[config.mk]
export PLATFORM = sky130hd
export DESIGN_NAME = array_sum_ctrl_flat
export DESIGN_NICKNAME = d
export VERILOG_FILES = /design/src/rtl/array_sum_ctrl_if.sv /design/src/rtl/array_sum_ctrl.sv /design/src/flat_wrapper.sv
export SDC_FILE = /design/constraint.sdc
export NUM_CORES = 1
export LEC_CHECK = 0
export ABC_AREA = 1
export BUFFER_PORTS_ARGS = -buffer_cell sky130_fd_sc_hd__buf_2
export CAP_MARGIN = 0
export CORE_ASPECT_RATIO = 0.5
export CORE_UTILIZATION = 50
export CTS_CLUSTER_SIZE = 12
export DETAILED_ROUTE_END_ITERATION = 16
export PLACE_DENSITY_LB_ADDON = 0.15
export SLEW_MARGIN = 5
export SYNTH_ARGS = -nofsm -noshare
export SYNTH_HDL_FRONTEND = slang
export SYNTH_SLANG_ARGS = --single-unit
[constraint.sdc]
create_clock -name clk -period 4.2 [get_ports clk]
set_clock_uncertainty 0.15 [all_clocks]
set_input_delay 0.21 -clock clk [delete_from_list [all_inputs] [get_ports clk]]
set_output_delay 0.21 -clock clk [all_outputs]
set_load 0.02 [all_outputs]
[src/rtl/array_sum_ctrl_if.sv]
// Request, memory-read and result signals of the array summing controller.
// The controller takes the slave modport. The requesters and the memory take the master modport.
interface array_sum_ctrl_if;
    logic [1:0]  req;
    logic [7:0]  base_0;
    logic [8:0]  len_0;
    logic [7:0]  base_1;
    logic [8:0]  len_1;
    logic [1:0]  grant;
    logic        mem_rd;
    logic [7:0]  mem_addr;
    logic [31:0] mem_data;
    logic [31:0] sum;
    logic        ovf;
    logic [1:0]  done;
    logic        busy;

    modport slave (
        input  req, base_0, len_0, base_1, len_1, mem_data,
        output grant, mem_rd, mem_addr, sum, ovf, done, busy
    );

    modport master (
        output req, base_0, len_0, base_1, len_1, mem_data,
        input  grant, mem_rd, mem_addr, sum, ovf, done, busy
    );
endinterface

[src/rtl/array_sum_ctrl.sv]
// Two-port round-robin job controller. Each job reads len words from base upward
// and sums them. Read data comes back one cycle after its strobe.
//
// state | meaning
// IDLE  | waiting for a request; accepts one port per edge
// READ  | issuing mem_rd, one address per cycle, down-counting reads left
// DRAIN | absorbing the last data beat
// DONE  | done pulse for the served port; sum/ovf final
module array_sum_ctrl (
    input  logic             clk,
    input  logic             reset,
    array_sum_ctrl_if.slave  bus
);
    typedef enum logic [1:0] {IDLE, READ, DRAIN, DONE} state_t;

    state_t      state, state_n;
    logic        last, last_n;
    logic        port, port_n;
    logic [8:0]  cnt, cnt_n;
    logic [7:0]  addr, addr_n;
    logic        rd, rd_n;
    logic        dv;
    logic [31:0] sum, sum_n;
    logic        ovf, ovf_n;
    logic [1:0]  grant, grant_n;
    logic [1:0]  done, done_n;
    logic        busy;
    logic        win;
    logic [7:0]  sel_base;
    logic [8:0]  sel_len;
    logic [32:0] acc;

    always_comb begin
        // On a tie, serve the port that was not served last.
        win      = (bus.req == 2'b11) ? ~last : bus.req[1];
        sel_base = win ? bus.base_1 : bus.base_0;
        sel_len  = win ? bus.len_1  : bus.len_0;
        acc      = {1'b0, sum} + {1'b0, bus.mem_data};

        state_n = state;
        last_n  = last;
        port_n  = port;
        cnt_n   = cnt;
        addr_n  = addr;
        rd_n    = 1'b0;
        grant_n = 2'b00;
        done_n  = 2'b00;
        sum_n   = sum;
        ovf_n   = ovf;

        if (dv) begin
            sum_n = acc[31:0];
            ovf_n = ovf | acc[32];
        end

        case (state)
            IDLE: begin
                if (bus.req != 2'b00) begin
                    port_n  = win;
                    last_n  = win;
                    grant_n = win ? 2'b10 : 2'b01;
                    sum_n   = 32'd0;
                    ovf_n   = 1'b0;
                    if (sel_len != 9'd0) begin
                        rd_n    = 1'b1;
                        addr_n  = sel_base;
                        cnt_n   = sel_len - 9'd1;
                        state_n = READ;
                    end else begin
                        state_n = DRAIN;
                    end
                end
            end
            READ: begin
                if (cnt == 9'd0) begin
                    state_n = DRAIN;
                end else begin
                    rd_n   = 1'b1;
                    addr_n = addr + 8'd1;
                    cnt_n  = cnt - 9'd1;
                end
            end
            DRAIN: begin
                done_n  = port ? 2'b10 : 2'b01;
                state_n = DONE;
            end
            DONE: begin
                state_n = IDLE;
            end
            default: begin
                state_n = IDLE;
            end
        endcase
    end

    always_ff @(posedge clk) begin
        if (reset) begin
            state <= IDLE;
            last  <= 1'b1;
            port  <= 1'b0;
            cnt   <= 9'd0;
            addr  <= 8'd0;
            rd    <= 1'b0;
            dv    <= 1'b0;
            sum   <= 32'd0;
            ovf   <= 1'b0;
            grant <= 2'b00;
            done  <= 2'b00;
            busy  <= 1'b0;
        end else begin
            state <= state_n;
            last  <= last_n;
            port  <= port_n;
            cnt   <= cnt_n;
            addr  <= addr_n;
            rd    <= rd_n;
            dv    <= rd;
            sum   <= sum_n;
            ovf   <= ovf_n;
            grant <= grant_n;
            done  <= done_n;
            busy  <= (state_n != IDLE);
        end
    end

    assign bus.grant    = grant;
    assign bus.mem_rd   = rd;
    assign bus.mem_addr = addr;
    assign bus.sum      = sum;
    assign bus.ovf      = ovf;
    assign bus.done     = done;
    assign bus.busy     = busy;
endmodule
[src/flat_wrapper.sv]
// flat-port wrapper written by rule: the top's interface ports become plain ports
module array_sum_ctrl_flat 
  (clk, reset, bus_req, bus_base_0, bus_len_0, bus_base_1, bus_len_1, bus_mem_data, bus_grant, bus_mem_rd, bus_mem_addr, bus_sum, bus_ovf, bus_done, bus_busy);
  array_sum_ctrl_if bus_i ();
  input  logic clk;
  input  logic reset;
  input wire logic [$bits(bus_i.req)-1:0] bus_req;
  input wire logic [$bits(bus_i.base_0)-1:0] bus_base_0;
  input wire logic [$bits(bus_i.len_0)-1:0] bus_len_0;
  input wire logic [$bits(bus_i.base_1)-1:0] bus_base_1;
  input wire logic [$bits(bus_i.len_1)-1:0] bus_len_1;
  input wire logic [$bits(bus_i.mem_data)-1:0] bus_mem_data;
  output wire logic [$bits(bus_i.grant)-1:0] bus_grant;
  output wire logic [$bits(bus_i.mem_rd)-1:0] bus_mem_rd;
  output wire logic [$bits(bus_i.mem_addr)-1:0] bus_mem_addr;
  output wire logic [$bits(bus_i.sum)-1:0] bus_sum;
  output wire logic [$bits(bus_i.ovf)-1:0] bus_ovf;
  output wire logic [$bits(bus_i.done)-1:0] bus_done;
  output wire logic [$bits(bus_i.busy)-1:0] bus_busy;
  assign bus_i.req = bus_req;
  assign bus_i.base_0 = bus_base_0;
  assign bus_i.len_0 = bus_len_0;
  assign bus_i.base_1 = bus_base_1;
  assign bus_i.len_1 = bus_len_1;
  assign bus_i.mem_data = bus_mem_data;
  assign bus_grant = bus_i.grant;
  assign bus_mem_rd = bus_i.mem_rd;
  assign bus_mem_addr = bus_i.mem_addr;
  assign bus_sum = bus_i.sum;
  assign bus_ovf = bus_i.ovf;
  assign bus_done = bus_i.done;
  assign bus_busy = bus_i.busy;
  array_sum_ctrl u_core (.clk(clk), .reset(reset), .bus(bus_i));
endmodule
* Yosys cells after proc, flatten, opt, wreduce, memory -nomap -nowiden
Index checks and enable logic that the tools add are counted.
** Storage, ports and cells
- Bits in registers :: 61
- Input bits :: 70
- Output and inout bits :: 47
- Logic and storage cells :: 65
** Cells by class
- Add/sub/neg operators :: 4
- Eq/ne operators :: 7
- Multiplexer cells :: 27
- Bitwise operators :: 5
- Reductions and logical operators :: 10
** Operator list (count)
- $mux 32 :: 3
- $mux 9 :: 4
- $add 32x32->33 :: 1
- $mux 8 :: 4
- $pmux 9 s2 :: 1
- $sub 9x1->9 const B :: 2
- $pmux 8 s2 :: 1
- $mux 2 :: 5
- $logic_not 9->1 :: 1
- $reduce_bool 9->1 :: 1
- $add 8x1->8 const B :: 1
- $pmux 2 s4 :: 1
- $mux 1 :: 7
- $eq 2x2->1 const B :: 3
- $reduce_bool 2->1 :: 3
- $ne 2x1->1 const B :: 2
- $not 1->1 :: 4
- $reduce_and 4->1 :: 1
- $reduce_or 3->1 :: 1
- $eq 2x1->1 const B :: 1
- $logic_not 2->1 :: 1
- $ne 2x2->1 const B :: 1
- $pmux 1 s2 :: 1
- $reduce_and 2->1 :: 1
- 2 further kinds :: 2

* Longest topological paths before layout
Gate-level depths: netlist of run 1.
- Word-level depth :: 8
- Gate-level depth with buffers :: 16
- Depth with buffers taken out :: 16

* Least setup slack after synthesis of run 1
Ideal clock, no wire load.
- Kind :: reg2reg
- Start :: register u_core.sum[0], in the netlist u_core.bus.sum[0]
- End :: register u_core.sum[16], in the netlist u_core.bus.sum[16]
- Library setup time :: 0.115 ns
- Arrival time :: 1.811 ns
- Data required time :: 3.935 ns
- Slack :: 2.123 ns
- Stages on the path, launching flop included :: 12
- Path buffers :: 0
- Period minus slack after synthesis :: 2.077 ns
- Cell sequence :: dfxtp_1 > ha_1 > fa_1 > nand3_1 > nand3_1 > nand2_1 > nand2_1 > nand2_1 > nand2_1 > xor2_1 > o21ai_0 > inv_1
** On the way
- Word-level cells in the longest chain between the ends :: 4
** Ends and longest elaborated chain
- start: declaration :: line array_sum_ctrl.sv:23 : logic [31:0] sum, sum_n;
- start signal: assignment :: line array_sum_ctrl.sv:118 : sum <= sum_n;
- $add 32x32->33 * :: line array_sum_ctrl.sv:38 : acc = {1'b0, sum} + {1'b0, bus.mem_data};
- $mux 32 * :: line array_sum_ctrl.sv:51 : if (dv) begin
- $mux 32 :: line array_sum_ctrl.sv:58 : if (bus.req != 2'b00) begin
- $mux 32 * :: line array_sum_ctrl.sv:56 : case (state)
Every way passes the cells marked *; elsewhere a longest branch is shown, timed or not.
A chain may end at the register's enable or synchronous reset.

* Worst setup path in the final report of run 1
- Start :: register u_core.state[1]
- End :: register u_core.cnt[8]
** On the way
- Word-level cells in the longest chain between the ends :: 3
- Elaborated cells between the ends (all ways) :: 8
- Classes of those cells :: eq/ne: 4; mux: 1; reduce/logical: 3
** Ends and longest elaborated chain
- start: declaration :: line array_sum_ctrl.sv:16 : state_t state, state_n;
- start signal: assignment :: line array_sum_ctrl.sv:111 : state <= state_n;
- $eq 2x1->1 / $logic_not 2->1 (equally long branches) :: line array_sum_ctrl.sv:56
- $ne 2x2->1 (no source line) (tied with other cells)
- $reduce_and 4->1 (no source line)
- end signal: assignment :: line array_sum_ctrl.sv:114 : cnt <= cnt_n;
- end: declaration :: line array_sum_ctrl.sv:19 : logic [8:0] cnt, cnt_n;
Several ways; a longest one is shown, not always the timed one.

==> results.txt, run 1 <==
Launching element type of the critical path: a register. The final critical path takes up 66.4% of the cycle. The via count of the first global-routing pass was 5899; the number of cells on the worst hold path was 4.

The minimum period implied by the final worst setup slack works out to 2.79 ns. Summed over all nets, the half-perimeter wirelength after detailed placement is 12.3 mm. For the post-CTS setup buffer count, the log shows 0. Walking the worst path, the cells encountered are inv_1 > nand2_1 > clkinv_1 > nand2_1 > nand2_1 > inv_1 > ha_1 > nand2_1 > nor2_1 > nand2_1 > nand2_1 > nand2_1 > nor2_1 > nor2_1. Max-cap violations in this run came to 0. The maximum single-stage delay on the critical path came out at 0.59 ns. The post-route netlist has 12.9% of its cells at a drive strength greater than 1. Setup repair after global routing left no endpoint under its margin. Clock tree synthesis selected as its root buffer the cell sky130_fd_sc_hd__clkbuf_16. The logs give 53.2% for the effective utilization at floorplan and 0 for the count of inserted antenna diode cells. Clock latency on the worst-skew pair, taken at its later pin, is 0.33 ns. In this run the deepest clock path goes through 2 buffers. The run gives 0.0117 mm2 as the die area. After synthesis, the netlist uses 34 different library cells.

The setup check on the worst reg-to-reg path leaves a slack of 1.41 ns. After detailed routing, the average wire length per cell comes to 12.4 um. The maximum fanout count along the critical path came out at 21. The flow ran to the end, and the final reports show no timing, DRC or antenna violations. The flip-flop and latch count after synthesis is 61.

In this run the worst hold path is classified as in -> reg. Counting the buffers created by CTS gives 9. For the pin with the worst max-slew slack, the measured transition is 0.774 ns.

The upper clock frequency limit was 0.359 GHz; the post-synthesis cell area was 0.00560 mm2. The tools report the total global-route track usage as 28.8%. The tools report the DRC violation count after routing as 0.

The H-tree depth is 3, and the number of antenna violations at the first check in global routing is 0. The die is 76.9 um tall. The total count of hold-check failures in the final report came out at 0. The via total after detailed routing is 6265. The top cell types in the final layout, fill and taps aside, are 348 x sky130_fd_sc_hd__nand2_1, 202 x sky130_fd_sc_hd__inv_1, 146 x sky130_fd_sc_hd__nor2_1. The width of the chip works out to 152 um. The placeable core area is 0.0105 mm2, and the synthesized area divided by synthesized cell count is 5.45 um2. The synthesis warning total came out at 0. The synthesis-to-layout area growth was 18.0%. The number of standard cells in the layout, taps in and fillers out is 1282, and the number of cells on the worst reg-to-reg path is 14.

The largest individual stage delay along the critical path comes from the cell sky130_fd_sc_hd__clkinv_1. By instance count, the cell type seen most on the critical path is sky130_fd_sc_hd__nand2_1. For the synthesized netlist net count, the log shows 1134.

The number of slew-limit violations in the final report came out at 0. Counting flops with an async set or reset pin after synthesis yields a share of 0%. The worst path meets setup with 1.41 ns of slack. The TritonCTS sink count came out at 61. The number of cells in the design after placement is 1265. In this run the power density over the cells is 379 mW/mm2. The library cell used most frequently in the layout, excluding fill and tap cells, is sky130_fd_sc_hd__nand2_1. Sequential cells were found to cover 21.8% of the synthesized design area. Input and output buffers added on the ports amount to 116. TritonCTS built the clock tree. The number of design-rule violations left by the first detailed-router iteration was 364. The total negative slack is 0 ns. The tools report the final-stage net count as 1242.

STA puts the critical path data arrival time at 2.87 ns. The congestion estimate from routability-driven global placement came to 0.971. In this run the remaining antenna-violating nets after routing total 0. The post-route total power was 2500 uW; the wire length of the first global-routing pass was 26.9 mm.

Data on the critical path is required at its endpoint by 4.28 ns. In this run the critical register-to-register path is launched from u_core.state[1]. Once layout is done, the placed cells without fillers occupy 0.00661 mm2. Headroom to the max-slew limit came out at 48.4%.

The number of failing setup endpoints in the final timing report was 0. After clock tree synthesis, the clock-pin slew on the worst setup and hold paths is 0.06 ns. Once the clock tree was built, the resizer swapped 0 gates to a different size.

Before antenna repair, the detailed router went through 5 iterations. Leftover overflow at the end of global routing: 0. Synthesis produced 1029 cells. Number of flops mapped to enable cells by yosys: 0.

The kind of cell adding the most delay to the critical path is simple AND/OR/NAND/NOR gates. STA classifies the critical path endpoint as a register. The startpoint identified for the worst hold timing path is bus_req[0]. The detailed-route vias per instance works out to 4.89. For this run, the leading register cell type out of synthesis is sky130_fd_sc_hd__dfxtp_1. The path with the worst hold slack has its endpoint at u_core.last. The largest vdd supply drop came out at 0.218 mV. Summed over all cells, the static leakage comes to 0.00409 uW. Together, buffers and inverters on the worst path number 3. The placed instance area came out at 0.00627 mm2.

Entering global routing, the biggest net connects 58 pins. The initialized floorplan defines 26 standard-cell rows. The layout has 1101 filler cells. The final routed wirelength across all metal layers was 15.9 mm; the setup slack after placement was 1.44 ns. The count of pins on the block boundary was 117. The end of the worst register-to-register path was u_core.cnt[8].

Category of the critical setup timing path: reg -> reg.
==> where the power goes <==
part	leakage, uW	internal (uW)	switching [uW]
Clock	0.000160	541	295
Combinational	0.00343	313	637
Sequential	0.000500	662	56.1
Total	0.00409	1520	988
==> stage by stage <==
stage	utilization, %	hold slack, ns
floorplan	-	0.132
global placement	59.5	0.259
detailed placement	59.5	0.263
CTS	62.7	0.108
global route	62.7	0.135
finish	62.7	0.102
==> worst max-delay path by stage <==
stage	startpoint	end	slack, ns	cells past startpoint
final	u_core.state[1]	u_core.cnt[8]	1.41	14
after global routing	u_core.state[1]	u_core.cnt[8]	1.04	14
after CTS	u_core.state[1]	u_core.cnt[8]	1.43	14
after detailed placement	u_core.state[1]	u_core.cnt[8]	1.44	14
after global placement	u_core.state[1]	u_core.cnt[8]	1.57	14
after floorplan	u_core.bus.sum[0]	u_core.bus.sum[16]	2.12	11
==> routing by layer <==
| layer | global-route usage (%) | wire, um | vias up |
|---|---|---|---|
| li1 | - | - | 3351 |
| met1 | 37.5 | 7510 | 2723 |
| met2 | 48.8 | 7230 | 166 |
| met3 | 4.58 | 837 | 25 |
| met4 | 7.82 | 274 | 0 |
| met5 | 0 | 0 | - |
==> cell families after synthesis <==
family	synth area share, %
AOI/OAI and AO/OA	7.14
xor gates and xnor gates	1.41
adders and majority gates	7.95
buffers and inverters	15.5
DFF	21.8
and+or+nand+nor	46.2
==> timing repair <==
| action | 4_1_cts | 5_1_grt |
|---|---|---|
| hold endpoints to repair | 3 | 0 |
| hold buffers | 1 | 0 |
| endpoints found under the setup margin | 0 | 0 |
==> sequential cells by signal (all words and copies together), names as in the netlist <==
| name | count |
|---|---|
| u_core.bus.busy | 1 |
| u_core.bus.done | 2 |
| u_core.bus.grant | 2 |
| u_core.bus.mem_addr | 8 |
| u_core.bus.mem_rd | 1 |
| u_core.bus.ovf | 1 |
| u_core.bus.sum | 32 |
| u_core.cnt | 9 |
| u_core.dv | 1 |
| u_core.last | 1 |
| u_core.port | 1 |
| u_core.state | 2 |
==> cell type report <==
type | count | area (um2) | area share, %
repair buffers | 118 | 598 | 9.04
multi-input cells | 742 | 3510 | 53.1
clock buffers | 10 | 239 | 3.61
well taps | 140 | 175 | 2.65
clock inverters | 6 | 93.8 | 1.42
flip-flops and latches | 61 | 1220 | 18.5
inverters | 205 | 771 | 11.7
==> tightest hold or removal path, stage by stage <==
cell,delay (ns)
sky130_fd_sc_hd__buf_2,0.10
sky130_fd_sc_hd__o21ai_2,0.09
sky130_fd_sc_hd__nand2_1,0.07
sky130_fd_sc_hd__nand3_1,0.06
==> Yosys cell counts, types with 2 or more instances <==
cell type | instances | area share [%]
sky130_fd_sc_hd__ha_1 | 34 | 7.6
sky130_fd_sc_hd__o21bai_1 | 3 | 0.40
sky130_fd_sc_hd__nor2_1 | 146 | 9.8
sky130_fd_sc_hd__clkbuf_1 | 12 | 0.80
sky130_fd_sc_hd__o31ai_1 | 2 | 0.27
sky130_fd_sc_hd__nand4_1 | 6 | 0.67
sky130_fd_sc_hd__nor3_1 | 11 | 0.98
sky130_fd_sc_hd__nand2_4 | 2 | 0.40
sky130_fd_sc_hd__nand2_1 | 348 | 23
sky130_fd_sc_hd__xor2_1 | 9 | 1.4
sky130_fd_sc_hd__buf_2 | 7 | 0.63
sky130_fd_sc_hd__o211ai_1 | 8 | 1.1
sky130_fd_sc_hd__o22ai_1 | 4 | 0.45
sky130_fd_sc_hd__or2_2 | 3 | 0.33
sky130_fd_sc_hd__o21ai_2 | 2 | 0.31
sky130_fd_sc_hd__inv_1 | 202 | 14
sky130_fd_sc_hd__nand3b_1 | 10 | 1.3
sky130_fd_sc_hd__dfxtp_1 | 61 | 22
sky130_fd_sc_hd__and2_1 | 4 | 0.45
sky130_fd_sc_hd__o21ai_0 | 23 | 2.1
sky130_fd_sc_hd__a21oi_1 | 26 | 2.3
sky130_fd_sc_hd__nand3_1 | 93 | 8.3
sky130_fd_sc_hd__nand2_2 | 2 | 0.22
Note: power is estimated with default switching activity, not from simulation.
==> run 2, diff against run 1 <==
--- a/config.mk
+++ b/config.mk
@@ -5,7 +5,7 @@
 export SDC_FILE = /design/constraint.sdc
 export NUM_CORES = 1
 export LEC_CHECK = 0
-export ABC_AREA = 1
+export ABC_AREA = 0
 export BUFFER_PORTS_ARGS = -buffer_cell sky130_fd_sc_hd__buf_2
 export CAP_MARGIN = 0
 export CORE_ASPECT_RATIO = 0.5
==> constraint.sdc (replaced) <==
create_clock -name clk -period 2.8 [get_ports clk]
set_clock_uncertainty 0.15 [all_clocks]
set_input_delay 0.14 -clock clk [delete_from_list [all_inputs] [get_ports clk]]
set_output_delay 0.14 -clock clk [all_outputs]
set_load 0.02 [all_outputs]
==> run 2 against run 1 <==
The run now ends with design-rule violations left; non-clock buffer count up 18; setup slack got worse by 1.3 ns; worst hold slack got worse by 0.093 ns; wire length shrank 19%; utilization grew 2.6 points; cell area fell by 13%; area after synthesis shrank 17%; sequential power grew 56%; largest cell class unchanged; via count is 22% lower; critical path type unchanged.
==> results.txt, run 2 <==
The post-synthesis xor/xnor area fraction was 4.71%; the number of input and output port buffers inserted was 116. In this run the number of cells on the critical path is 9. The share of final-layout standard cells stronger than drive strength 1 was 24.0%. The register with the most flip-flops in the layout has 32 of them.

Once layout is done, the placed cells without fillers occupy 0.00579 mm2. Grouping stages by cell kind, the critical path spends the most delay in compound AO/OA/AOI/OAI gates. After synthesis, the share of flip-flops with an asynchronous set or reset is 0%.

For the worst setup path, the data required time is 2.88 ns. Of the synthesized area, sequential elements account for 26.3%. For this run, the number of Yosys warnings is 0.

The cell chosen for the clock root is sky130_fd_sc_hd__clkbuf_16. Clock tree synthesis found a total of 61 sinks. The mapped netlist covers 0.00465 mm2. The post-route total power was 3610 uW.

The placeable core area is 0.00886 mm2, and the insertion delay of the later-clocked pin in the worst-skew pair is 0.33 ns. Count of pins on the block boundary: 117. The longest clock path from root to sink contains 2 buffers.

Endpoint of the worst hold-timing path: u_core.last. The maximum single-stage delay on the critical path works out to 0.40 ns. TritonCTS built the clock tree. The synthesized netlist devotes 24.8% of its cell area to simple gates. Leaving out fill and tap cells, the most frequent cell in the layout is sky130_fd_sc_hd__buf_2. Measured on the finished design, the core utilization comes to 65.3%.

The area growth from synthesis to layout is 24.5%. The tools report the number of standard cells in the layout, taps in and fillers out as 849. The slowest stage cell on the critical path is sky130_fd_sc_hd__a221o_1. The run gives 0 as the number of max-cap violations. The number of different library cells used by synthesis comes to 72.

The H-tree was split into 3 levels. The run finished, with violations left. The first routing iteration left 247 violations. The number of failing setup endpoints in the final timing report came out at 0. In this run the tightest slew margin relative to its limit is 52.0%. The worst register-to-register path ends at u_core.bus.sum[26].

Number of buffer and inverter instances along the worst setup path: 0. VDD sags by at most 0.314 mV. The synthesized design contains 0 enable-type register cells.

For the worst setup path, the data arrival time is 2.78 ns. The width of the chip was 138 um; the largest net degree at the start of global routing was 30. The fraction of post-synthesis cell area in the top cell type by area was 26.3%; the number of cells in the design after placement was 828.

Synthesis produced a netlist with a net count of 714. Startpoint of the lowest-slack hold path: bus_req[0]. u_core.bus.sum holds more flip-flops than any other register. For the total count of hold-check failures in the final report, the log shows 0. By count the netlist is led by 76 x sky130_fd_sc_hd__nand2_1, 66 x sky130_fd_sc_hd__nor2_1, 61 x sky130_fd_sc_hd__dfxtp_1, 52 x sky130_fd_sc_hd__a21oi_1, 45 x sky130_fd_sc_hd__o21ai_0. Of all cell types, the one taking the most synthesized area is sky130_fd_sc_hd__dfxtp_1. For this run, the total global-route usage over all layers was measured as 27.0%. The number of antenna violations at the first check in global routing is 0, and the transition time at the pin with the least slew margin is 0.713 ns. The tools report the category of the worst setup path capture point as a register. For this run, design rule violations remaining after detail routing come to 10. In this run the cell area measured after placement is 0.00537 mm2. The worst hold path was traced through 3 stages. After the last flow step, the layout net total stands at 832.

The number of rows in the core area was 24; the leftover overflow at the end of global routing was 0. The number of slew-limit violations in the final report was 0. The synthesized netlist devotes 27.1% of its cell area to compound gates. The vertical die dimension works out to 70.2 um. Of all nets on the critical path, the largest fanout is 5. The final-layout worst hold slack is 0.00947 ns. In the layout the commonest cells are 116 x sky130_fd_sc_hd__buf_2, 75 x sky130_fd_sc_hd__nand2_1, 66 x sky130_fd_sc_hd__nor2_1.

Ranked by total cell area, the synthesized netlist is headed by sky130_fd_sc_hd__dfxtp_1 26%, sky130_fd_sc_hd__ha_1 9.2%, sky130_fd_sc_hd__nand2_1 6.1%, sky130_fd_sc_hd__a21oi_1 5.6%, sky130_fd_sc_hd__nor2_1 5.3%. Placer congestion estimate: 0.918. The logs give 11 for the detailed-routing iteration count for the pre-antenna-repair pass and 0 for the count of inserted antenna diode cells. Category of the critical setup timing path: reg -> reg. The detailed-route vias per instance is 5.79.

The first global-routing pass estimated 21.1 mm of wire. The critical path goes through ha_1 > fa_2 > a21o_1 > a221o_1 > o211ai_1 > nand3_2 > o311ai_4 > nand4b_1 > o311ai_1. The via count of the first global-routing pass was 4486; the share of the clock period used by the worst path was 96.3%. For this run, the leading register cell type out of synthesis is sky130_fd_sc_hd__dfxtp_1. The tightest min-delay check is of the in -> reg type. The synthesized design contains 61 register bits.

The routed length per instance came out at 15.1 um. Summed over all cells, the static leakage comes to 0.00264 uW. Among all cell types in the netlist, the one instantiated most often is sky130_fd_sc_hd__nand2_1. Clock-pin slew was measured on the worst setup and hold paths at 0.06 ns.

The half-perimeter wire length after detailed placement was 9.48 mm; the share of synthesized cell area in full adder, half adder and majority cells was 9.58%. The final reports fail on design-rule violations. After synthesis, the share of cell area in mux cells is 4.12%. A synthesized cell averages 7.63 um2.

Power spread over the standard cell area amounts to 625 mW/mm2. The number of antenna-violating nets in the routed design was 0. The tools report the source of the worst register-to-register timing path as u_core.bus.sum[0].

The tools report the launching element type of the critical path as a register. Counting the buffers created by CTS gives 9. In this run the register-to-register setup slack is 0.10 ns. By area, the combinational part of the netlist is dominated by compound AO/OA/AOI/OAI gates.

After detailed routing, the total wire length is 12.8 mm. Counting I/O delays and the setup requirement, the final critical path takes 2.70 ns. Die area: 0.00971 mm2. For the upper clock frequency limit, the log shows 0.371 GHz.

For the worst flop-to-flop path, the logic depth is 9. Synthesis produced a netlist whose cell count is 609. The via total after detailed routing was 4912. For this configuration, the core starts out at a cell density of 52.5%.
[run 2: how the worst max path moves through the flow]
stage | start | to
2_1_floorplan | u_core.bus.sum[0] | u_core.bus.sum[20]
3_3_place_gp | u_core.bus.sum[0] | u_core.bus.sum[16]
3_5_place_dp | u_core.bus.sum[0] | u_core.bus.sum[26]
4_1_cts | u_core.bus.sum[0] | u_core.bus.sum[26]
5_1_grt | bus_req[1] | u_core.cnt[8]
6_report | u_core.bus.sum[0] | u_core.bus.sum[26]
[run 2: kinds of logic after synthesis]
logic type      after synthesis
mux                          19
simple gates                239
buf+inv                      37
compound gates              193
xor+xnor                     25
fa+ha+maj                    35
flops                        61
[run 2: worst register-to-register path: cells and delay by family (launching register included)]
kind                     cells  cell delay (ns)
AO/OA/AOI/OAI                5             1.24
AND/OR/NAND/NOR              2             0.31
adder cells (fa/ha/maj)      2             0.58
flip-flops                   1             0.32
[run 2: area by class of cell]
type / count / area, um2
fill: 787 / 3070
inverter: 8 / 30.0
tap: 117 / 146
clock inverter: 4 / 53.8
clock buffer: 12 / 267
sequential: 61 / 1220
multi-input combinational: 511 / 3330
timing repair buffer: 136 / 736
[run 2: power by group]
group          switching, uW  leakage, uW  internal (uW)
registers                122     0.000498            994
logic                    800      0.00199            516
clock network            416     0.000151            764
[run 2: stage by stage]
step | setup TNS (ns) | setup WS (ns)
after floorplan | 0 | 0.199
after global placement | 0 | 0.142
after detailed placement | 0 | 0.0729
after CTS | 0 | 0.0596
after global routing | -0.0215 | -0.0108
final | 0 | 0.103
[run 2: layer usage]
| layer | up-vias | global-route usage [%] | wire length [um] |
|---|---|---|---|
| met2 | 182 | 45.2 | 5830 |
| li1 | 2479 | - | - |
| met5 | - | 0 | 0 |
| met4 | 0 | 8.86 | 243 |
| met3 | 19 | 6.24 | 859 |
| met1 | 2232 | 34.5 | 5860 |
[run 2: timing repair]
action,CTS,global route
hold endpoints to repair,1,0
hold buffers,2,0
resized for setup,0,12
setup buffers,0,3
endpoints found under the setup margin,0,11
